[config.mk]
export PLATFORM = sky130hd
export DESIGN_NAME = sys_ctrl
export DESIGN_NICKNAME = d
export VERILOG_FILES = /design/src/rtl/sys_ctrl_pkg.sv /design/src/rtl/sys_ctrl.sv
export SDC_FILE = /design/constraint.sdc
export NUM_CORES = 1
export LEC_CHECK = 0
export BUFFER_PORTS_ARGS = -buffer_cell sky130_fd_sc_hd__buf_4
export CAP_MARGIN = 25
export CORE_AREA = 4 4 93 95
export CTS_CLUSTER_SIZE = 24
export DETAILED_ROUTE_END_ITERATION = 10
export DIE_AREA = 0 0 97 99
export PLACE_DENSITY_LB_ADDON = 0.08
export SYNTH_ARGS = -nofsm -noshare
export SYNTH_HDL_FRONTEND = slang
export SYNTH_SLANG_ARGS = --single-unit
[constraint.sdc]
create_clock -name CLK -period 2 [get_ports CLK]
set_clock_uncertainty 0.05 [all_clocks]
set_input_delay 0.1 -clock CLK [delete_from_list [all_inputs] [get_ports CLK]]
set_output_delay 0.1 -clock CLK [all_outputs]
set_load 0.03 [all_outputs]
[src/rtl/sys_ctrl_pkg.sv]
// Shared types and constants for the sys_ctrl command-frame controller.
package sys_ctrl_pkg;

  localparam int WIDTH_DEF      = 8;
  localparam int ADDR_WIDTH_DEF = 4;

  localparam logic [7:0] CMD_WR = 8'hAA;
  localparam logic [7:0] CMD_RD = 8'hBB;

  typedef enum logic [2:0] {
    IDLE    = 3'd0,
    WR_ADDR = 3'd1,
    WR_DATA = 3'd2,
    RD_ADDR = 3'd3,
    RD_WAIT = 3'd4,
    TX_SEND = 3'd5
  } state_t;

endpackage

[src/rtl/sys_ctrl.sv]
// Decodes write/read command frames from a byte stream into register-file
// strobes and returns read data to the transmitter; all outputs registered.
module sys_ctrl
  import sys_ctrl_pkg::*;
#(
  parameter int WIDTH      = WIDTH_DEF,
  parameter int ADDR_WIDTH = ADDR_WIDTH_DEF,
  parameter int RD_TIMEOUT = 4
) (
  input  logic                  CLK,
  input  logic                  RST,
  input  logic [WIDTH-1:0]      RX_P_DATA,
  input  logic                  RX_D_VLD,
  input  logic [WIDTH-1:0]      RdData,
  input  logic                  RdData_Valid,
  input  logic                  TX_Busy,
  output logic                  WrEn,
  output logic                  RdEn,
  output logic [ADDR_WIDTH-1:0] Address,
  output logic [WIDTH-1:0]      WrData,
  output logic [WIDTH-1:0]      TX_P_DATA,
  output logic                  TX_D_VLD,
  output logic                  ERR
);

  localparam int CW = $clog2(RD_TIMEOUT + 1);
  localparam logic [WIDTH-1:0] CMD_WR_W = WIDTH'(CMD_WR);
  localparam logic [WIDTH-1:0] CMD_RD_W = WIDTH'(CMD_RD);

  state_t                state_q, state_d;
  logic [ADDR_WIDTH-1:0] addr_q, addr_d;
  logic [ADDR_WIDTH-1:0] address_q, address_d;
  logic [WIDTH-1:0]      wr_data_q, wr_data_d;
  logic [WIDTH-1:0]      tx_data_q, tx_data_d;
  logic [WIDTH-1:0]      tx_buf_q, tx_buf_d;
  logic [CW-1:0]         cnt_q, cnt_d;
  logic                  wr_en_q, wr_en_d;
  logic                  rd_en_q, rd_en_d;
  logic                  tx_vld_q, tx_vld_d;
  logic                  err_q, err_d;

  // Next-state and next-output decode for the frame FSM.
  always_comb begin
    state_d   = state_q;
    addr_d    = addr_q;
    address_d = address_q;
    wr_data_d = wr_data_q;
    tx_data_d = tx_data_q;
    tx_buf_d  = tx_buf_q;
    cnt_d     = cnt_q;
    wr_en_d   = 1'b0;
    rd_en_d   = 1'b0;
    tx_vld_d  = 1'b0;
    err_d     = 1'b0;
    case (state_q)
      IDLE: begin
        if (RX_D_VLD) begin
          if (RX_P_DATA == CMD_WR_W) begin
            state_d = WR_ADDR;
          end else if (RX_P_DATA == CMD_RD_W) begin
            state_d = RD_ADDR;
          end else begin
            err_d = 1'b1;
          end
        end else begin
          state_d = IDLE;
        end
      end
      WR_ADDR: begin
        if (RX_D_VLD) begin
          addr_d  = RX_P_DATA[ADDR_WIDTH-1:0];
          state_d = WR_DATA;
        end else begin
          state_d = WR_ADDR;
        end
      end
      WR_DATA: begin
        if (RX_D_VLD) begin
          wr_en_d   = 1'b1;
          address_d = addr_q;
          wr_data_d = RX_P_DATA;
          state_d   = IDLE;
        end else begin
          state_d = WR_DATA;
        end
      end
      RD_ADDR: begin
        if (RX_D_VLD) begin
          addr_d    = RX_P_DATA[ADDR_WIDTH-1:0];
          address_d = RX_P_DATA[ADDR_WIDTH-1:0];
          rd_en_d   = 1'b1;
          cnt_d     = CW'(0);
          state_d   = RD_WAIT;
        end else begin
          state_d = RD_ADDR;
        end
      end
      RD_WAIT: begin
        // A stray command byte is dropped; the read in flight continues.
        err_d = RX_D_VLD;
        if (RdData_Valid) begin
          tx_buf_d = RdData;
          cnt_d    = CW'(0);
          state_d  = TX_SEND;
        end else if (cnt_q == CW'(RD_TIMEOUT)) begin
          err_d   = 1'b1;
          cnt_d   = CW'(0);
          state_d = IDLE;
        end else begin
          cnt_d = cnt_q + CW'(1);
        end
      end
      TX_SEND: begin
        err_d = RX_D_VLD;
        if (!TX_Busy) begin
          tx_vld_d  = 1'b1;
          tx_data_d = tx_buf_q;
          state_d   = IDLE;
        end else begin
          state_d = TX_SEND;
        end
      end
      default: begin
        state_d = IDLE;
      end
    endcase
  end

  // State and output registers with synchronous reset.
  always_ff @(posedge CLK) begin
    if (RST) begin
      state_q   <= IDLE;
      addr_q    <= '0;
      address_q <= '0;
      wr_data_q <= '0;
      tx_data_q <= '0;
      tx_buf_q  <= '0;
      cnt_q     <= '0;
      wr_en_q   <= 1'b0;
      rd_en_q   <= 1'b0;
      tx_vld_q  <= 1'b0;
      err_q     <= 1'b0;
    end else begin
      state_q   <= state_d;
      addr_q    <= addr_d;
      address_q <= address_d;
      wr_data_q <= wr_data_d;
      tx_data_q <= tx_data_d;
      tx_buf_q  <= tx_buf_d;
      cnt_q     <= cnt_d;
      wr_en_q   <= wr_en_d;
      rd_en_q   <= rd_en_d;
      tx_vld_q  <= tx_vld_d;
      err_q     <= err_d;
    end
  end

  assign WrEn      = wr_en_q;
  assign RdEn      = rd_en_q;
  assign Address   = address_q;
  assign WrData    = wr_data_q;
  assign TX_P_DATA = tx_data_q;
  assign TX_D_VLD  = tx_vld_q;
  assign ERR       = err_q;

endmodule

# == Word level (Yosys, flattened, before mapping) ==
# Cells that the tools add are included.
# totals
register_bits,42
inputBits,21
out_inout_bits,24
word_cells,67
# op_classes
addsub,1
n_eq_ne,12
n_mux,25
n_bitwise,4
reduce_logical,14
# op_table
op,n
two-way mux 3 bit,10
one-hot mux 3 bit (6 select lines),1
equality test 8 bit (second input constant),2
AND reduction 2 bit,6
equality test 3 bit (second input constant),3
two-way mux 4 bit,2
one-hot mux 4 bit (2 select lines),1
OR reduction 2 bit,4
two-way mux 1 bit,7
equality test 3 x 2 -> 1 bit (second input constant),2
one-hot mux 3 bit (2 select lines),1
two-way mux 2 bit,2
!= test 2 bit (second input constant),2
!= test 4 bit (second input constant),1
inverter 1 bit,4
nonzero test 2 bit,2
adder 3 x 1 -> 3 bit (second input constant),1
equality test 3 x 1 -> 1 bit (second input constant),1
zero test 3 bit,1
!= test 3 bit (second input constant),1
one-hot mux 1 bit (3 select lines),1
AND reduction 3 bit,1

# == Longest topological paths before layout ==
# Gate-level depths: netlist of the first run.
# depth
depth_word,5
ltp_mapped,5
depth_no_buf,5

# == Worst setup path before layout of the first run ==
# OpenSTA, ideal clock, no wires.
# synth_timing
kind,flip-flop to flip-flop
start,register state_q[2]
end,register state_q[1]
setup_ns,0.117
t_arrival_ns,1.214
required_time_ns,1.833
slack_ns,0.619
stages_incl_launch_ff,4
path_buffers,0
synth_period_minus_slack_ns,1.381
path_cell_list,dfxtp_1 > or4b_4 > a31oi_4 > and4b_1
# synth_between
elab_chain_cells,3
word_cells_on_any_way,10
classes_between,7 x eq/ne; 1 x mux; 2 x reduce/logical
# synth_lines
item,line_no,rtl
"start, declared",sys_ctrl.sv:30,"state_t state_q, state_d;"
"start signal, assigned",sys_ctrl.sv:144,state_q <= state_d;
equality test 3 bit / zero test 3 bit (equally long branches),sys_ctrl.sv:55,case (state_q)
!= test 3 bit (no source line) / != test 4 bit (equally long branches),--,
AND reduction 2 bit (no source line),--,
# Parallel ways exist; a longest one is shown, timed or not.
# A chain may end at the register's enable or synchronous reset.

# == Worst setup path after layout of the first run ==
# layout_timing
start,register state_q[0]
end,register state_q[1]
# The elaborated chain is that of the path after synthesis.

==> results of run 1 <==
[final timing paths]
path,startpoint,endpoint,slack (ns),cells after the start
worst max-delay path,state_q[0]$_SDFFE_PP0P_,state_q[1]$_SDFFE_PP0P_,0.40,3
worst min-delay path,RX_P_DATA[6],WrData[6]$_SDFFE_PP0P_,0.02,3
worst max register to register,state_q[0]$_SDFFE_PP0P_,state_q[1]$_SDFFE_PP0P_,0.40,3
worst min register to register,WrData[7]$_SDFFE_PP0P_,WrData[7]$_SDFFE_PP0P_,0.41,2
[critical path, stage by stage, from the launching register on]
cell and delay [ns]:
dfxtp_1 0.47, or4b_4 0.60, a31oi_4 0.18, and4b_1 0.21
[cell usage after synthesis (2+ instances only)]
cell type,number
a21oi_1,19
a22o_1,2
a31oi_1,4
and4b_1,2
buf_2,5
clkbuf_1,7
dfxtp_1,42
ha_1,2
inv_1,4
mux2i_1,12
nand2_1,42
nand3b_1,2
nand4bb_1,2
nor2_1,14
nor2b_1,2
nor4bb_1,3
o21a_1,2
o21ai_0,4
or2b_2,2
[power breakdown]
part	switching, mW	internal, mW
clock network	0.303	0.500
registers	0.0191	0.853
logic	0.0914	0.0855
[registers in the layout, indices dropped and copies added, names as in the netlist, 3 cells and up]
name	count
Address	4
TX_P_DATA	8
WrData	8
addr_q	4
cnt_q	3
state_q	3
tx_buf_q	8
[area by class of cell]
class                      count  area share
inverter                       4     0.00624
timing repair buffer          55       0.180
sequential                    42       0.350
clock buffer                   5      0.0286
multi-input combinational    134       0.354
tap                          102      0.0531
clock inverter                 3      0.0286
[kinds of logic after synthesis]
group	Yosys count	synth area share
AND/OR/NAND/NOR	80	0.240
flip-flops	42	0.472
AO/OA/AOI/OAI	38	0.141
buffers and inverters	19	0.0534
multiplexers	13	0.0738
adder cells (fa/ha/maj)	2	0.0141
XOR/XNOR	1	0.00492
[stage by stage]
step	total power [mW]	worst slack, ns	instances
6_report	1.85	0.396	345
5_1_grt	1.94	0.321	345
4_1_cts	1.89	0.389	345
3_5_place_dp	1.06	0.393	329
3_3_place_gp	1.06	0.425	329
2_1_floorplan	0.988	0.619	195
[routing by layer]
| metal | up-vias | wire length (microns) | GRT usage |
|---|---|---|---|
| met4 | 0 | 0 | 0.0227 |
| met2 | 36 | 1900 | 0.136 |
| met5 | - | 0 | 0 |
| met1 | 645 | 2280 | 0.126 |
| met3 | 0 | 229 | 0.0318 |
| li1 | 761 | - | - |
[repair_timing]
action | in CTS | in global routing
endpoints found under the hold margin | 8 | 0
buffers inserted | 0 | 0
hold buffers | 8 | 0
==> impl_metrics.py, run 1 <==
metrics = {
    "run_status": {
        "status": "finished clean",
    },
    "yosys": {
        "synth_top_area_cell": "dfxtp_1",
        "async_reset_ff_frac": 0,
        "syn_nets": 218,
        "synth_flop_cell": "dfxtp_1",
        "synth_edf_count": 0,
        "synth-seq-cells": 42,
        "synth_area_leaders": "dfxtp_1 (47%), nand2_1 (8.9%), mux2i_1 (6.7%)",
        "ys_types": 42,
        "synth_area_per_cell_sq_um": 9.13,
        "ys_warn_count": 0,
        "netlist_area_sq_mm": 0.00178,
        "synth_top_area_share": 0.472,
        "yosysSeqAreaShare": 0.472,
        "postSynthCellCount": 195,
    },
    "final_layout": {
        "fillCellCount": 842,
        "area_growth_pct": 35.1,
        "antenna_cells": 0,
        "final_common_cell": "buf_4",
        "fin_nets": 265,
        "layout_common_cells": "buf_4 (47), dfxtp_1 (42), nand2_1 (42)",
        "drive_gt1_frac": 0.276,
        "regArea_sq_um": 841,
        "finish.instance_area_sq_mm": 0.00240,
        "fin_util": 0.311,
        "multi_input_area_sq_um": 851,
    },
    "clocking": {
        "cts_tree": "yes",
        "clk_pin_slew_ns": 0.08,
        "clkLatencyLatePin_ns": 0.29,
        "cts-buffers-inserted": 5,
        "clock_sinks": 42,
        "clock-root-buffer": "clkbuf_8",
        "cts_resized": 0,
        "clockBufferDepth": 2,
        "cts_max_level": 2,
    },
    "setup_path": {
        "start_kind": "register",
        "worstSetupPathType": "register to register",
        "crit_fanout": 14,
        "critPathArrivalTime_ns": 1.73,
        "critPathRequiredTime_ns": 2.13,
        "endpoint_kind": "register",
    },
    "grt": {
        "grt_max_degree": 35,
        "globalRouteOverflowTotal": 0,
        "grt_pass1_wl_microns": 7190,
        "antenna_found_initial": 0,
        "grt_use_total": 0.0914,
        "grt_pass1_vias": 1382,
    },
    "routing": {
        "post-route-drc-count": 0,
        "wirelength_microns": 4410,
        "wl_per_cell_microns": 12.8,
        "drt_first_pass_iters": 4,
        "drt_iter0_drc": 51,
        "antenna_left": 0,
        "vias_per_cell": 4.18,
        "via_count": 1442,
    },
    "min_path": {
        "hold_path_class": "input port to register",
    },
    "sta": {
        "tightest_slew_ns": 0.498,
        "rsz0062_at_grt": "no",
        "drv_slew": 0,
        "fmax_ghz": 0.623,
        "setup_tns_ns": 0,
        "hold_ws_ns": 0.0164,
        "finalSetupViolations": 0,
        "min_period_over_period": 0.802,
        "period_needed_ns": 1.60,
        "hold_viol": 0,
        "slew_headroom": 0.668,
    },
    "placed_design": {
        "place.gp.congestion": 0.692,
        "postPlaceCellArea_sq_mm": 0.00219,
        "io_buffers": 44,
        "dpl.hpwl_microns": 3090,
    },
    "die": {
        "num_rows": 32,
        "die_area_sq_mm": 0.00960,
        "die_w_microns": 97,
        "ioPinCount": 45,
        "die_h_microns": 99,
        "core-area_sq_mm": 0.00773,
        "start_util": 0.230,
    },
    "pwr": {
        "powerDensity_mw_per_mm2": 770,
        "p_leak_nw": 0.969,
        "peakVddDrop_mv": 0.259,
    },
    "run": {
        "drv_cap": 0,
    },
}
Note: power is estimated with default switching activity, not from simulation.
==> run 2, diff against run 1 <==
- clock period: 2 -> 1.5 ns (I/O delays scaled with it)
==> run 2 against run 1 <==
Die area did not move. Count of clock-buffer cells in the layout increased by 1. Global-route usage is 0.60 points higher. Largest power group unchanged.
==> impl_metrics.py, run 2 (synthesis results as in run 1) <==
metrics = {
    "final_layout": {
        "final_common_cell": "buf_4",
        "drive_gt1_frac": 0.296,
        "fillCellCount": 831,
        "fin_nets": 282,
        "antenna_cells": 0,
        "area_growth_pct": 41.7,
        "fin_cells": 362,
        "layout_common_cells": "buf_4 (57), nand2_1 (42), dfxtp_1 (41)",
    },
    "routing": {
        "antenna_left": 0,
        "via_count": 1522,
        "wirelength_microns": 4570,
        "vias_per_cell": 4.20,
        "drt_first_pass_iters": 4,
        "post-route-drc-count": 0,
        "drt_iter0_drc": 28,
        "wl_per_cell_microns": 12.6,
    },
    "sta": {
        "slew_headroom": 0.792,
        "period_needed_ns": 1.42,
        "rsz0062_at_grt": "no",
        "hold_viol": 0,
        "finalSetupViolations": 0,
        "fmax_ghz": 0.703,
        "min_period_over_period": 0.949,
        "drv_slew": 0,
        "tightest_slew_ns": 0.311,
        "setup_tns_ns": 0,
    },
    "clocking": {
        "clock-root-buffer": "clkbuf_8",
        "clockBufferDepth": 2,
        "cts-buffers-inserted": 5,
        "postCtsSetupBuffers": 0,
        "clock_sinks": 42,
        "cts_max_level": 2,
        "cts_tree": "yes",
        "clk_pin_slew_ns": 0.09,
        "clkLatencyLatePin_ns": 0.29,
    },
    "pwr": {
        "powerDensity_mw_per_mm2": 933,
        "peakVddDrop_mv": 0.332,
        "combPwrFrac": 0.119,
        "p_int_mw": 1.78,
        "seq_power_share": 0.490,
        "p_sw_frac": 0.245,
        "power.share.clock": 0.391,
        "p_leak_nw": 1.03,
        "power_switching_uw": 576,
    },
    "die": {
        "die_w_microns": 97,
        "die_area_sq_mm": 0.00960,
        "start_util": 0.230,
        "ioPinCount": 45,
        "die_h_microns": 99,
        "core-area_sq_mm": 0.00773,
        "num_rows": 32,
    },
    "setup_path": {
        "path_buf_inv": 0,
        "r2r_start": "state_q[2]$_SDFFE_PP0P_",
        "max_stage_delay_ns": 0.57,
        "start_kind": "register",
        "path_cells": "or4b_4 -> a31oi_4 -> and4b_1",
        "crit_fanout": 5,
        "rr_worst_depth": 3,
        "r2r_end": "state_q[1]$_SDFFE_PP0P_",
        "crit_path_top_delay_cell": "or4b_4",
        "crit_family": "simple AND/OR/NAND/NOR gates",
        "critPathArrivalTime_ns": 1.57,
        "worstSetupPathType": "register to register",
        "startpoint": "state_q[2]$_SDFFE_PP0P_",
        "critPathRequiredTime_ns": 1.64,
        "r2r_setup_slack_ns": 0.08,
        "endpoint_kind": "register",
    },
    "placed_design": {
        "io_buffers": 44,
        "dpl.hpwl_microns": 3310,
        "dp_cells": 339,
        "place.gp.congestion": 0.691,
    },
    "grt": {
        "globalRouteOverflowTotal": 0,
        "grt_max_degree": 19,
        "grt_use_total": 0.0975,
        "grt_pass1_wl_microns": 7570,
        "antenna_found_initial": 0,
        "grt_pass1_vias": 1450,
    },
    "run": {
        "drv_cap": 0,
    },
    "min_path": {
        "hold_start": "RX_P_DATA[0]",
        "whs_path_depth": 3,
        "hold_path_class": "input port to register",
        "hold_end": "WrData[0]$_SDFFE_PP0P_",
    },
    "run_status": {
        "status": "finished clean",
    },
}
-- run 2: cell count changes in the layout (fill, tap and decap cells not counted), sizes merged --
cell,change
buf,+10
clkinvlp,+1
clkbuf,+1
clkinv,-1
dlygate4sd3,+7
bufinv,-1
-- run 2: what timing repair did --
item,4_1_cts,5_1_grt
hold buffers,15,0
setup endpoints to repair,0,4
hold endpoints to repair,16,0
resized for setup,0,1
-- run 2: cell type report --
class / count / area [sq um] / area share
well taps: 102 / 128 / 0.0506
flip-flops and latches: 42 / 842 / 0.334
multi-input cells: 134 / 851 / 0.337
repair buffers: 72 / 578 / 0.229
clock buffers: 6 / 72.6 / 0.0288
clock inverters: 2 / 37.5 / 0.0149
inverters: 4 / 15.0 / 0.00595
-- run 2: metal layers --
layer | up-vias | part of all wire | track usage
met5 | - | 0 | 0
met4 | 0 | 0.010 | 0.0292
met3 | 5 | 0.055 | 0.0326
met2 | 39 | 0.44 | 0.151
met1 | 686 | 0.49 | 0.129
li1 | 792 | - | -
-- run 2: worst max-delay path by stage --
stage	to	slack, ns	depth (start not counted)
after floorplan	state_q[1]$_SDFFE_PP0P_	0.12	3
final	state_q[1]$_SDFFE_PP0P_	0.08	3
after CTS	state_q[1]$_SDFFE_PP0P_	0.03	3
after detailed placement	state_q[1]$_SDFFE_PP0P_	0.04	3
after global placement	state_q[1]$_SDFFE_PP0P_	0.06	3
after global routing	state_q[1]$_SDFFE_PP0P_	0.04	3
-- run 2: power groups by stage --
| stage | Combinational, mW | Sequential (mW) | Clock (mW) |
|---|---|---|---|
| 6_report | 0.281 | 1.15 | 0.920 |
| 5_1_grt | 0.306 | 1.16 | 1.01 |
| 4_1_cts | 0.286 | 1.15 | 0.963 |
| 3_5_place_dp | 0.253 | 1.18 | 0 |
| 3_3_place_gp | 0.255 | 1.18 | 0 |
| 2_1_floorplan | 0.113 | 1.20 | 0 |
-- run 2: metrics by stage --
step / hold WS, ns / instance area, sq um / total power [mW] / setup slack, ns / util
floorplan: 0.161 / 1780 / 1.32 / 0.119 / -
global placement: 0.260 / 2260 / 1.44 / 0.0559 / 0.293
detailed placement: 0.266 / 2260 / 1.43 / 0.0387 / 0.293
CTS: 0.00479 / 2520 / 2.40 / 0.0271 / 0.326
global route: 0.0125 / 2520 / 2.47 / 0.0364 / 0.327
finish: 0.0142 / 2520 / 2.35 / 0.0765 / 0.327
-- run 2: worst min-delay path: stages --
cell     delay [ns]
buf_4          0.14
nand2_1        0.06
a21oi_1        0.05
==> run 3, diff against run 2 <==
- ABC_AREA: default -> 1
- CORE_AREA: 4 4 93 95 -> 4 4 91 93
- CTS_CLUSTER_DIAMETER: default -> 60
- DIE_AREA: 0 0 97 99 -> 0 0 95 97
==> run 3 against run 2 <==
Via count unchanged. Highest routed layer unchanged. Global-route usage about the same. Critical path type unchanged. Non-clock buffer count decreased by 19. Largest cell class is now registers. Register-to-register slack improved by 0.14 ns. Cell count increased by 4.1%. Routed wire length decreased by 6.4%. Flip-flop and latch count unchanged. Hold slack got worse by 0.0015 ns. Clock power decreased by 2%.
==> impl_metrics.py, run 3 <==
metrics = {
    "run_status": {
        "status": "finished clean",
    },
    "yosys": {
        "synth_edf_count": 0,
        "synth_top_area_cell": "dfxtp_1",
        "ys_types": 22,
        "synth_top_area_share": 0.496,
        "ys_warn_count": 0,
        "yosysMostFrequentCell": "dfxtp_1",
        "async_reset_ff_frac": 0,
        "synth_area_leaders": "dfxtp_1 (50%), o21ai_0 (11%), a21oi_1 (10%)",
        "netlist_area_sq_mm": 0.00170,
        "postSynthCellCount": 220,
        "synth-seq-cells": 42,
        "synthTopCellsByCount": "dfxtp_1 (42), o21ai_0 (36), a21oi_1 (34)",
        "synth_area_per_cell_sq_um": 7.71,
        "yosysSeqAreaShare": 0.496,
        "synth_flop_cell": "dfxtp_1",
        "syn_nets": 243,
    },
    "clocking": {
        "clock-root-buffer": "clkbuf_8",
        "cts_max_level": 2,
        "clk_pin_slew_ns": 0.09,
        "cts_tree": "yes",
        "clkLatencyLatePin_ns": 0.29,
        "clockBufferDepth": 2,
        "clock_sinks": 42,
        "cts-buffers-inserted": 5,
    },
    "sta": {
        "hold_viol": 0,
        "drv_slew": 0,
        "period_needed_ns": 1.28,
        "setup_tns_ns": 0,
        "finalSetupViolations": 0,
        "rsz0062_at_grt": "no",
        "hold_ws_ns": 0.0127,
        "min_period_over_period": 0.853,
        "tightest_slew_ns": 0.254,
        "slew_headroom": 0.830,
        "fmax_ghz": 0.782,
    },
    "placed_design": {
        "place.gp.congestion": 0.752,
        "io_buffers": 44,
        "postPlaceCellArea_sq_mm": 0.00214,
        "dpl.hpwl_microns": 3140,
    },
    "routing": {
        "antenna_left": 0,
        "vias_per_cell": 4.04,
        "drt_iter0_drc": 56,
        "via_count": 1522,
        "wirelength_microns": 4280,
        "post-route-drc-count": 0,
        "wl_per_cell_microns": 11.4,
        "drt_first_pass_iters": 4,
    },
    "final_layout": {
        "drive_gt1_frac": 0.255,
        "fillCellCount": 851,
        "layout_common_cells": "buf_4 (46), dfxtp_1 (39), o21ai_0 (36)",
        "multi_input_area_sq_um": 704,
        "area_growth_pct": 38.0,
        "finish.instance_area_sq_mm": 0.00234,
        "final_common_cell": "buf_4",
        "regArea_sq_um": 845,
        "antenna_cells": 0,
        "fin_nets": 297,
        "fin_util": 0.311,
    },
    "setup_path": {
        "rr_worst_depth": 6,
        "crit_fanout": 12,
        "endpoint_kind": "register",
        "r2r_start": "state_q[2]$_SDFFE_PP0P_",
        "r2r_end": "WrData[0]$_SDFFE_PP0P_",
        "r2r_setup_slack_ns": 0.22,
        "startpoint": "state_q[2]$_SDFFE_PP0P_",
        "critPathRequiredTime_ns": 1.68,
        "critPathArrivalTime_ns": 1.46,
        "start_kind": "register",
        "worstSetupPathType": "register to register",
    },
    "die": {
        "start_util": 0.225,
        "core-area_sq_mm": 0.00753,
        "ioPinCount": 45,
        "die_w_microns": 95,
        "die_area_sq_mm": 0.00922,
        "num_rows": 32,
        "die_h_microns": 97,
    },
    "grt": {
        "grt_pass1_vias": 1488,
        "grt_use_total": 0.0974,
        "globalRouteOverflowTotal": 0,
        "antenna_found_initial": 0,
        "grt_max_degree": 17,
        "grt_pass1_wl_microns": 7070,
    },
    "pwr": {
        "seq_power_share": 0.498,
        "peakVddDrop_mv": 0.475,
        "power_switching_uw": 600,
        "powerDensity_mw_per_mm2": 1010,
        "p_leak_nw": 1.03,
        "p_sw_frac": 0.254,
        "total_power_mw": 2.37,
        "power.share.clock": 0.382,
        "combPwrFrac": 0.120,
        "p_int_mw": 1.77,
    },
    "min_path": {
        "whs_path_depth": 3,
        "hold_path_class": "input port to register",
        "hold_end": "WrData[1]$_SDFFE_PP0P_",
        "hold_start": "RX_P_DATA[1]",
    },
    "run": {
        "drv_cap": 0,
    },
}
## run 3: metrics by stage
step,instances,setup slack (ns)
finish,377,0.221
global route,377,0.0660
CTS,376,0.0659
detailed placement,363,0.0865
global placement,363,0.113
floorplan,220,0.326
## run 3: how the worst max path moves through the flow
stage / to / slack (ns) / depth (start not counted)
floorplan: tx_buf_q[4]$_SDFFE_PP0P_ / 0.33 / 5
global placement: TX_P_DATA[6]$_SDFFE_PP0P_ / 0.11 / 5
detailed placement: tx_buf_q[7]$_SDFFE_PP0P_ / 0.09 / 4
CTS: tx_buf_q[7]$_SDFFE_PP0P_ / 0.07 / 4
global route: WrData[6]$_SDFFE_PP0P_ / 0.07 / 5
finish: WrData[0]$_SDFFE_PP0P_ / 0.22 / 6
## run 3: critical path, stage by stage, from the launching register on
cell and delay [ns]:
dfxtp_2 0.39, inv_2 0.10, nand2_1 0.09, nor3_4 0.21, buf_6 0.18, o21ai_0 0.07, a21oi_1 0.12
## run 3: power by group through the flow
stage,Combinational [mW],Clock (mW),Sequential [mW]
floorplan,0.110,0,1.24
global placement,0.274,0,1.20
detailed placement,0.272,0,1.20
CTS,0.284,0.956,1.18
global route,0.315,0.997,1.19
finish,0.283,0.904,1.18
## run 3: what timing repair did
item,4_1_cts,5_1_grt
gates resized for setup,0,8
endpoints found under the setup margin,0,21
hold endpoints to repair,5,0
hold buffers,5,0
buffers inserted,0,1
## run 3: layer usage
metal,wire length (microns),track usage,vias to the layer above
met2,1890,0.151,37
met5,0,0,-
met1,2080,0.124,657
met4,71,0.0400,0
met3,237,0.0295,6
li1,-,-,822
## run 3: logic make-up (layout without fill, tap and decap cells)
logic type	count (synthesis)	count (layout)	synth area share
and+or+nand+nor	64	64	0.175
xor gates and xnor gates	1	1	0.00516
adders and majority gates	2	2	0.0147
AOI/OAI and AO/OA	71	71	0.210
DFF	42	42	0.496
buffers and inverters	40	95	0.0996
## run 3: layout make-up
type                            instances  area share
Clock buffer                            6      0.0310
Clock inverter                          2      0.0160
Inverter                               34      0.0545
Multi-Input combinational cell        138       0.301
Sequential cell                        42       0.361
Tap cell                              102      0.0545
Timing Repair Buffer                   53       0.182
